File: config.mk
export PLATFORM = sky130hd
export DESIGN_NAME = r2sdf_seq_ctrl_flat
export DESIGN_NICKNAME = d
export VERILOG_FILES = /design/src/rtl/r2sdf_seq_ctrl_if.sv /design/src/rtl/r2sdf_seq_ctrl.sv /design/src/flat_wrapper.sv
export SDC_FILE = /design/constraint.sdc
export NUM_CORES = 1
export LEC_CHECK = 0
export BUFFER_PORTS_ARGS = -buffer_cell sky130_fd_sc_hd__buf_2
export CORE_UTILIZATION = 45
export DETAILED_ROUTE_END_ITERATION = 10
export GPL_ROUTABILITY_DRIVEN = 0
export PLACE_DENSITY = 0.85
export SYNTH_ARGS = -nofsm -noshare
export SYNTH_HDL_FRONTEND = slang
export SYNTH_SLANG_ARGS = --single-unit
File: constraint.sdc
create_clock -name clk -period 1.57 [get_ports clk]
set_input_delay 0.0785 -clock clk [delete_from_list [all_inputs] [get_ports clk]]
set_output_delay 0.0785 -clock clk [all_outputs]
set_load 0.005 [all_outputs]
File: src/rtl/r2sdf_seq_ctrl_if.sv
// r2sdf_seq_ctrl_if: control bundle between the R2SDF sequencer and its host/datapath.
//   master: sequencer side; receives start, flush, in_valid and drives
//           in_ready, adv, zero_fill, stage_sel, stage_en, tw_idx,
//           out_valid, out_idx, frame_done, busy.
//   slave : host/datapath side, the mirror image of master.
interface r2sdf_seq_ctrl_if #(
    parameter int N    = 3,
    parameter int TW_W = N - 1
);
    logic              start;
    logic              flush;
    logic              in_valid;
    logic              in_ready;
    logic              adv;
    logic              zero_fill;
    logic [N-1:0]      stage_sel;
    logic [N-1:0]      stage_en;
    logic [N*TW_W-1:0] tw_idx;
    logic              out_valid;
    logic [N-1:0]      out_idx;
    logic              frame_done;
    logic              busy;

    modport master (
        input  start, flush, in_valid,
        output in_ready, adv, zero_fill, stage_sel, stage_en, tw_idx,
               out_valid, out_idx, frame_done, busy
    );

    modport slave (
        output start, flush, in_valid,
        input  in_ready, adv, zero_fill, stage_sel, stage_en, tw_idx,
               out_valid, out_idx, frame_done, busy
    );
endinterface

File: src/rtl/r2sdf_seq_ctrl.sv
// r2sdf_seq_ctrl: central sequencer for an N-stage radix-2 SDF FFT pipeline.
//   clk, rst_n : clock, asynchronous active-low reset
//   bus.master : start/flush/in_valid in; in_ready, adv, zero_fill, per-stage
//                stage_sel/stage_en/tw_idx, out_valid/out_idx/frame_done, busy out
//   R2SDF_BITREV_IDX_EN: when defined, out_idx is the bit-reversed output
//                        count (natural frequency bin); otherwise the raw count.
module r2sdf_seq_ctrl #(
    parameter int N    = 3,
    parameter int TW_W = N - 1
) (
    input  logic             clk,
    input  logic             rst_n,
    r2sdf_seq_ctrl_if.master bus
);
    typedef enum logic [1:0] {IDLE, FILL, RUN, FLUSH} state_t;

    localparam int             M      = 1 << N;
    localparam logic [N-1:0]   ONE    = N'(1);
    localparam logic [N-1:0]   LAST   = N'(M - 1);
    localparam logic [N-1:0]   PENULT = N'(M - 2);

    state_t            state, state_nx;
    logic              in_ready, adv, zero_fill, busy, arm, out_valid;
    logic [N-1:0]      cnt, fill_cnt, flush_cnt, out_cnt;
    logic [N-1:0]      stage_en, set_en, stage_sel, out_idx;
    logic [N*TW_W-1:0] tw_idx;

    always_ff @(posedge clk or negedge rst_n)
        if (!rst_n) state <= IDLE;
        else        state <= state_nx;

    always_comb begin
        state_nx = state;
        case (state)
            IDLE:    state_nx = bus.start ? FILL : IDLE;
            FILL:    state_nx = (adv && fill_cnt == PENULT) ? RUN : FILL;
            RUN:     state_nx = bus.flush ? FLUSH : RUN;
            FLUSH:   state_nx = (flush_cnt == PENULT) ? IDLE : FLUSH;
            default: state_nx = IDLE;
        endcase
    end

    always_comb begin
        in_ready  = state == FILL || state == RUN;
        zero_fill = state == FLUSH;
        busy      = state != IDLE;
        adv       = (in_ready && bus.in_valid) || zero_fill;
        arm       = state == IDLE && bus.start;
    end

    // fill_cnt saturates once the pipeline is full; from then on every adv emits an output
    always_ff @(posedge clk or negedge rst_n)
        if (!rst_n) begin
            cnt       <= '0;
            fill_cnt  <= '0;
            flush_cnt <= '0;
            out_cnt   <= '0;
            out_valid <= 1'b0;
            stage_en  <= '0;
        end else begin
            cnt       <= arm ? '0 : cnt + (adv ? ONE : '0);
            fill_cnt  <= arm ? '0 : (adv && fill_cnt != LAST) ? fill_cnt + ONE : fill_cnt;
            flush_cnt <= zero_fill ? flush_cnt + ONE : '0;
            out_cnt   <= arm ? '0 : out_cnt + (out_valid ? ONE : '0);
            out_valid <= adv && fill_cnt == LAST;
            stage_en  <= (zero_fill && flush_cnt == PENULT) ? '0 : stage_en | set_en;
        end

    // Stage k sees the stream offset by its prefix latency; its local count
    // picks load vs butterfly (MSB of the 2*D_k block) and the twiddle exponent.
    for (genvar k = 1; k <= N; k++) begin : g_stage
        localparam logic [N-1:0] LK   = N'(M - (1 << (N - k + 1)));
        localparam logic [N-1:0] MASK = N'((1 << (N - k)) - 1);
        logic [N-1:0] ck;
        assign ck                         = cnt - LK;
        assign stage_sel[k-1]             = ck[N-k];
        assign tw_idx[(k-1)*TW_W +: TW_W] = TW_W'((ck & MASK) << (k - 1));
        if (k == 1) begin : g_first
            assign set_en[k-1] = adv;
        end else begin : g_rest
            assign set_en[k-1] = adv && fill_cnt >= LK;
        end
    end

`ifdef R2SDF_BITREV_IDX_EN
    always_comb begin
        out_idx = '0;
        for (int i = 0; i < N; i++) out_idx[i] = out_cnt[N-1-i];
    end
`else
    assign out_idx = out_cnt;
`endif

    assign bus.in_ready   = in_ready;
    assign bus.adv        = adv;
    assign bus.zero_fill  = zero_fill;
    assign bus.busy       = busy;
    assign bus.stage_sel  = stage_sel;
    assign bus.stage_en   = stage_en;
    assign bus.tw_idx     = tw_idx;
    assign bus.out_valid  = out_valid;
    assign bus.out_idx    = out_idx;
    assign bus.frame_done = out_valid && out_cnt == LAST;
endmodule
File: src/flat_wrapper.sv
// flat-port wrapper written by rule: the top's interface ports become plain ports
module r2sdf_seq_ctrl_flat 
#(
    parameter int N    = 3,
    parameter int TW_W = N - 1
)
  (clk, rst_n, bus_start, bus_flush, bus_in_valid, bus_in_ready, bus_adv, bus_zero_fill, bus_stage_sel, bus_stage_en, bus_tw_idx, bus_out_valid, bus_out_idx, bus_frame_done, bus_busy);
  r2sdf_seq_ctrl_if #(.N(N), .TW_W(TW_W)) bus_i ();
  input  logic clk;
  input  logic rst_n;
  input wire logic [$bits(bus_i.start)-1:0] bus_start;
  input wire logic [$bits(bus_i.flush)-1:0] bus_flush;
  input wire logic [$bits(bus_i.in_valid)-1:0] bus_in_valid;
  output wire logic [$bits(bus_i.in_ready)-1:0] bus_in_ready;
  output wire logic [$bits(bus_i.adv)-1:0] bus_adv;
  output wire logic [$bits(bus_i.zero_fill)-1:0] bus_zero_fill;
  output wire logic [$bits(bus_i.stage_sel)-1:0] bus_stage_sel;
  output wire logic [$bits(bus_i.stage_en)-1:0] bus_stage_en;
  output wire logic [$bits(bus_i.tw_idx)-1:0] bus_tw_idx;
  output wire logic [$bits(bus_i.out_valid)-1:0] bus_out_valid;
  output wire logic [$bits(bus_i.out_idx)-1:0] bus_out_idx;
  output wire logic [$bits(bus_i.frame_done)-1:0] bus_frame_done;
  output wire logic [$bits(bus_i.busy)-1:0] bus_busy;
  assign bus_i.start = bus_start;
  assign bus_i.flush = bus_flush;
  assign bus_i.in_valid = bus_in_valid;
  assign bus_in_ready = bus_i.in_ready;
  assign bus_adv = bus_i.adv;
  assign bus_zero_fill = bus_i.zero_fill;
  assign bus_stage_sel = bus_i.stage_sel;
  assign bus_stage_en = bus_i.stage_en;
  assign bus_tw_idx = bus_i.tw_idx;
  assign bus_out_valid = bus_i.out_valid;
  assign bus_out_idx = bus_i.out_idx;
  assign bus_frame_done = bus_i.frame_done;
  assign bus_busy = bus_i.busy;
  r2sdf_seq_ctrl #(.N(N), .TW_W(TW_W)) u_core (.clk(clk), .rst_n(rst_n), .bus(bus_i));
endmodule
==> flow_summary.toml <==
[yosys]
synth_compound_area_frac = 0.110
synthMuxAreaShare = 0
synth_warnings = 0
synthArstFlopShare = 1.00
synth_ff_type = "dfrtp_1"
yosys.area_share.adder = 0.183
yosysSeqAreaShare = 0.469
synth_edf_count = 0
synth_cell_types = 21
synth_xor_area_frac = 0.0274
post_synth.cell_area_avg_um2 = 11.0
syn-cell-area_um2 = 960
synth_top_family_by_area = "adder cells"
postSynthCellCount = 87
yosys.area_share.simple = 0.125
ys_ff_latch = 18

[worst_setup_path]
reg2reg_slack_ps = -8
setup.worst_path.start_class = "flop"
path_cells = "inv_2, ha_4, a21oi_4, inv_4, ha_4, ha_4, and2_4"
reg2reg_to = "u_core.cnt[1]$_DFF_PN0_"
crit_path_start = "u_core.state[0]$_DFF_PN0_"
cp-end-kind = "flop"
worstPathRequired_ps = 1750
r2r_cells = 7
arrival_ps = 1760
crit_family = "adder cells"
critPathKind = "flop to flop"
slowest_delay_ps = 410
worst-path-stages = 7
cp-endpoint = "u_core.cnt[1]$_DFF_PN0_"
cpMostUsedCell = "ha_4"
cpMaxStageDelayCell = "dfrtp_1"
rr_startpoint = "u_core.state[0]$_DFF_PN0_"
critPathBufInv = 2
cp_max_fo = 2

[final_layout]
drive_above_1_share = 0.390
final_common_cell = "buf_2"
nNetsFinal = 139
antennaDiodeCount = 0
area_delta_synth_final_pct = 30.4
layout_common_cells = "21 x buf_2, 18 x dfrtp_1, 10 x ha_1, 8 x buf_4"
fin_util = 0.631

[drt]
vias_per_cell = 4.97
wl_per_cell_um = 12.1
drt_iter0_markers = 12
vias = 720
drt_first_pass_iters = 4
routed_wl_um = 1760
final_antenna_net_count = 0
route.detailed.drc = 0

[cts]
clk_pin_slew_ps = 90
cts_buffer_depth = 2
cts_made_buffers = 3
cts_tree = "done"
h-tree-depth = 1
cts.sinks = 18
clock_latency_ps = 280
clockRootBuffer = "clkbuf_4"

[timing]
holdWs_ps = 108
period_minus_slack_ps = 1580
period_share = 1.00
timing.final.ws_setup_ps = -7.74
rsz0062_at_grt = "true"
setup_viol = 1
final_max_slew_viol_count = 0
tns_ps = -7.74
timing.fmax_ghz = 0.634
finClkSkew_ps = 3.04
hold_violations = 0

[floorplan]
rows = 16
dieHeight_um = 48.2
fp.dieW_um = 48.2
start_util = 0.484
die_area_um2 = 2320
core_um2 = 1980
boundaryPins = 26

[grt]
overflow = 0
met2_usage = 0.341
grtUsageMet1 = 0.182
grt.busiest_layer = "met2"
antenna_found_initial = 0
grt_pass1_wl_um = 2840
use_met3 = 0.0630
grt_pass1_vias = 683
grt_max_degree = 19
gr-usage-all-layers = 0.179

[placement]
dp_hpwl_um = 1250
port-buffer-count = 22

[pwr]
p_leak_nw = 0.645
power_density_nw_per_um2 = 1300
peakVddDrop_v = 0.000779

[outcome]
status = "finished with violations"
violations = "negative setup slack"

[run]
maxCapViolCount = 0

[hold_path]
hp-class = "input port to flop"
worst reg2reg max path: stages (launching register included):
cell     delay (ps)
dfrtp_1         410
inv_2           100
ha_4            220
a21oi_4         180
inv_4            60
ha_4            160
ha_4            200
and2_4          140
flip-flops by register name, indices dropped and copies added, names as in the netlist:
name,count
u_core.bus.out_idx,3
u_core.bus.stage_en,3
u_core.cnt,3
u_core.fill_cnt,3
u_core.flush_cnt,3
u_core.state,2
u_core.bus.out_valid,1
worst min path at each step:
stage          slack (ps)                               to  depth (start not counted)       from
6_report              110        u_core.state[0]$_DFF_PN0_                          3  bus_start
5_1_grt               100        u_core.state[0]$_DFF_PN0_                          3  bus_start
4_1_cts                90        u_core.state[0]$_DFF_PN0_                          3  bus_start
3_5_place_dp           30          u_core.cnt[1]$_DFF_PN0_                          1      rst_n
3_3_place_gp           20          u_core.cnt[1]$_DFF_PN0_                          1      rst_n
2_1_floorplan        -220  u_core.bus.out_idx[0]$_DFF_PN0_                          0      rst_n
metrics by stage:
stage	std cells	area, µm²	setup WS, ps	total power [mW]
3_3_place_gp	134	1120	47.4	1.22
5_1_grt	145	1250	-53.2	1.78
6_report	145	1250	-7.74	1.63
3_5_place_dp	134	1120	6.80	1.25
2_1_floorplan	89	1010	-16.5	1.06
4_1_cts	143	1200	13.4	1.53
cell type report:
class / instances / area, µm²
Clock buffer: 3 / 22.5
Multi-Input combinational cell: 58 / 502
Inverter: 6 / 25.0
Tap cell: 27 / 33.8
Fill cell: 171 / 731
Sequential cell: 18 / 450
Timing Repair Buffer: 33 / 218
kinds of logic (layout without fill, tap and decap cells):
kind of cell / count (synthesis) / after routing
simple gates: 21 / 21
flops: 18 / 18
compound gates: 17 / 17
fa+ha+maj: 14 / 14
buf+inv: 13 / 42
xor+xnor: 3 / 3
other cells: 1 / 3
Yosys cell counts (all sizes together) (2+ instances only):
master	instances	area (µm²)
a21oi	8	51.3
a31oi	4	25.0
and2	7	43.8
buf	7	56.3
dfrtp	18	450
ha	14	175
inv	6	22.5
nand2	3	11.3
nor2	3	11.3
nor2b	3	18.8
o21ai	4	20.0
or3	2	12.5
xnor2	2	17.5
where the power goes:
part / switching, mW / internal [mW]
Clock: 0.121 / 0.0890
Sequential: 0.103 / 0.564
Combinational: 0.334 / 0.421
metal layers:
layer / vias up / share of wire
met5: - / 0
met2: 25 / 0.56
met1: 342 / 0.37
li1: 349 / -
met4: 0 / 0.014
met3: 4 / 0.053
timing repair:
item | 4_1_cts | 5_1_grt
endpoints found under the hold margin | 18 | 0
pin swaps | 1 | 2
gates resized for setup | 1 | 5
hold buffers | 1 | 0
gates cloned | 0 | 0
endpoints found under the setup margin | 3 | 3
buffers inserted | 5 | 2
Note: power is estimated with default switching activity, not from simulation.
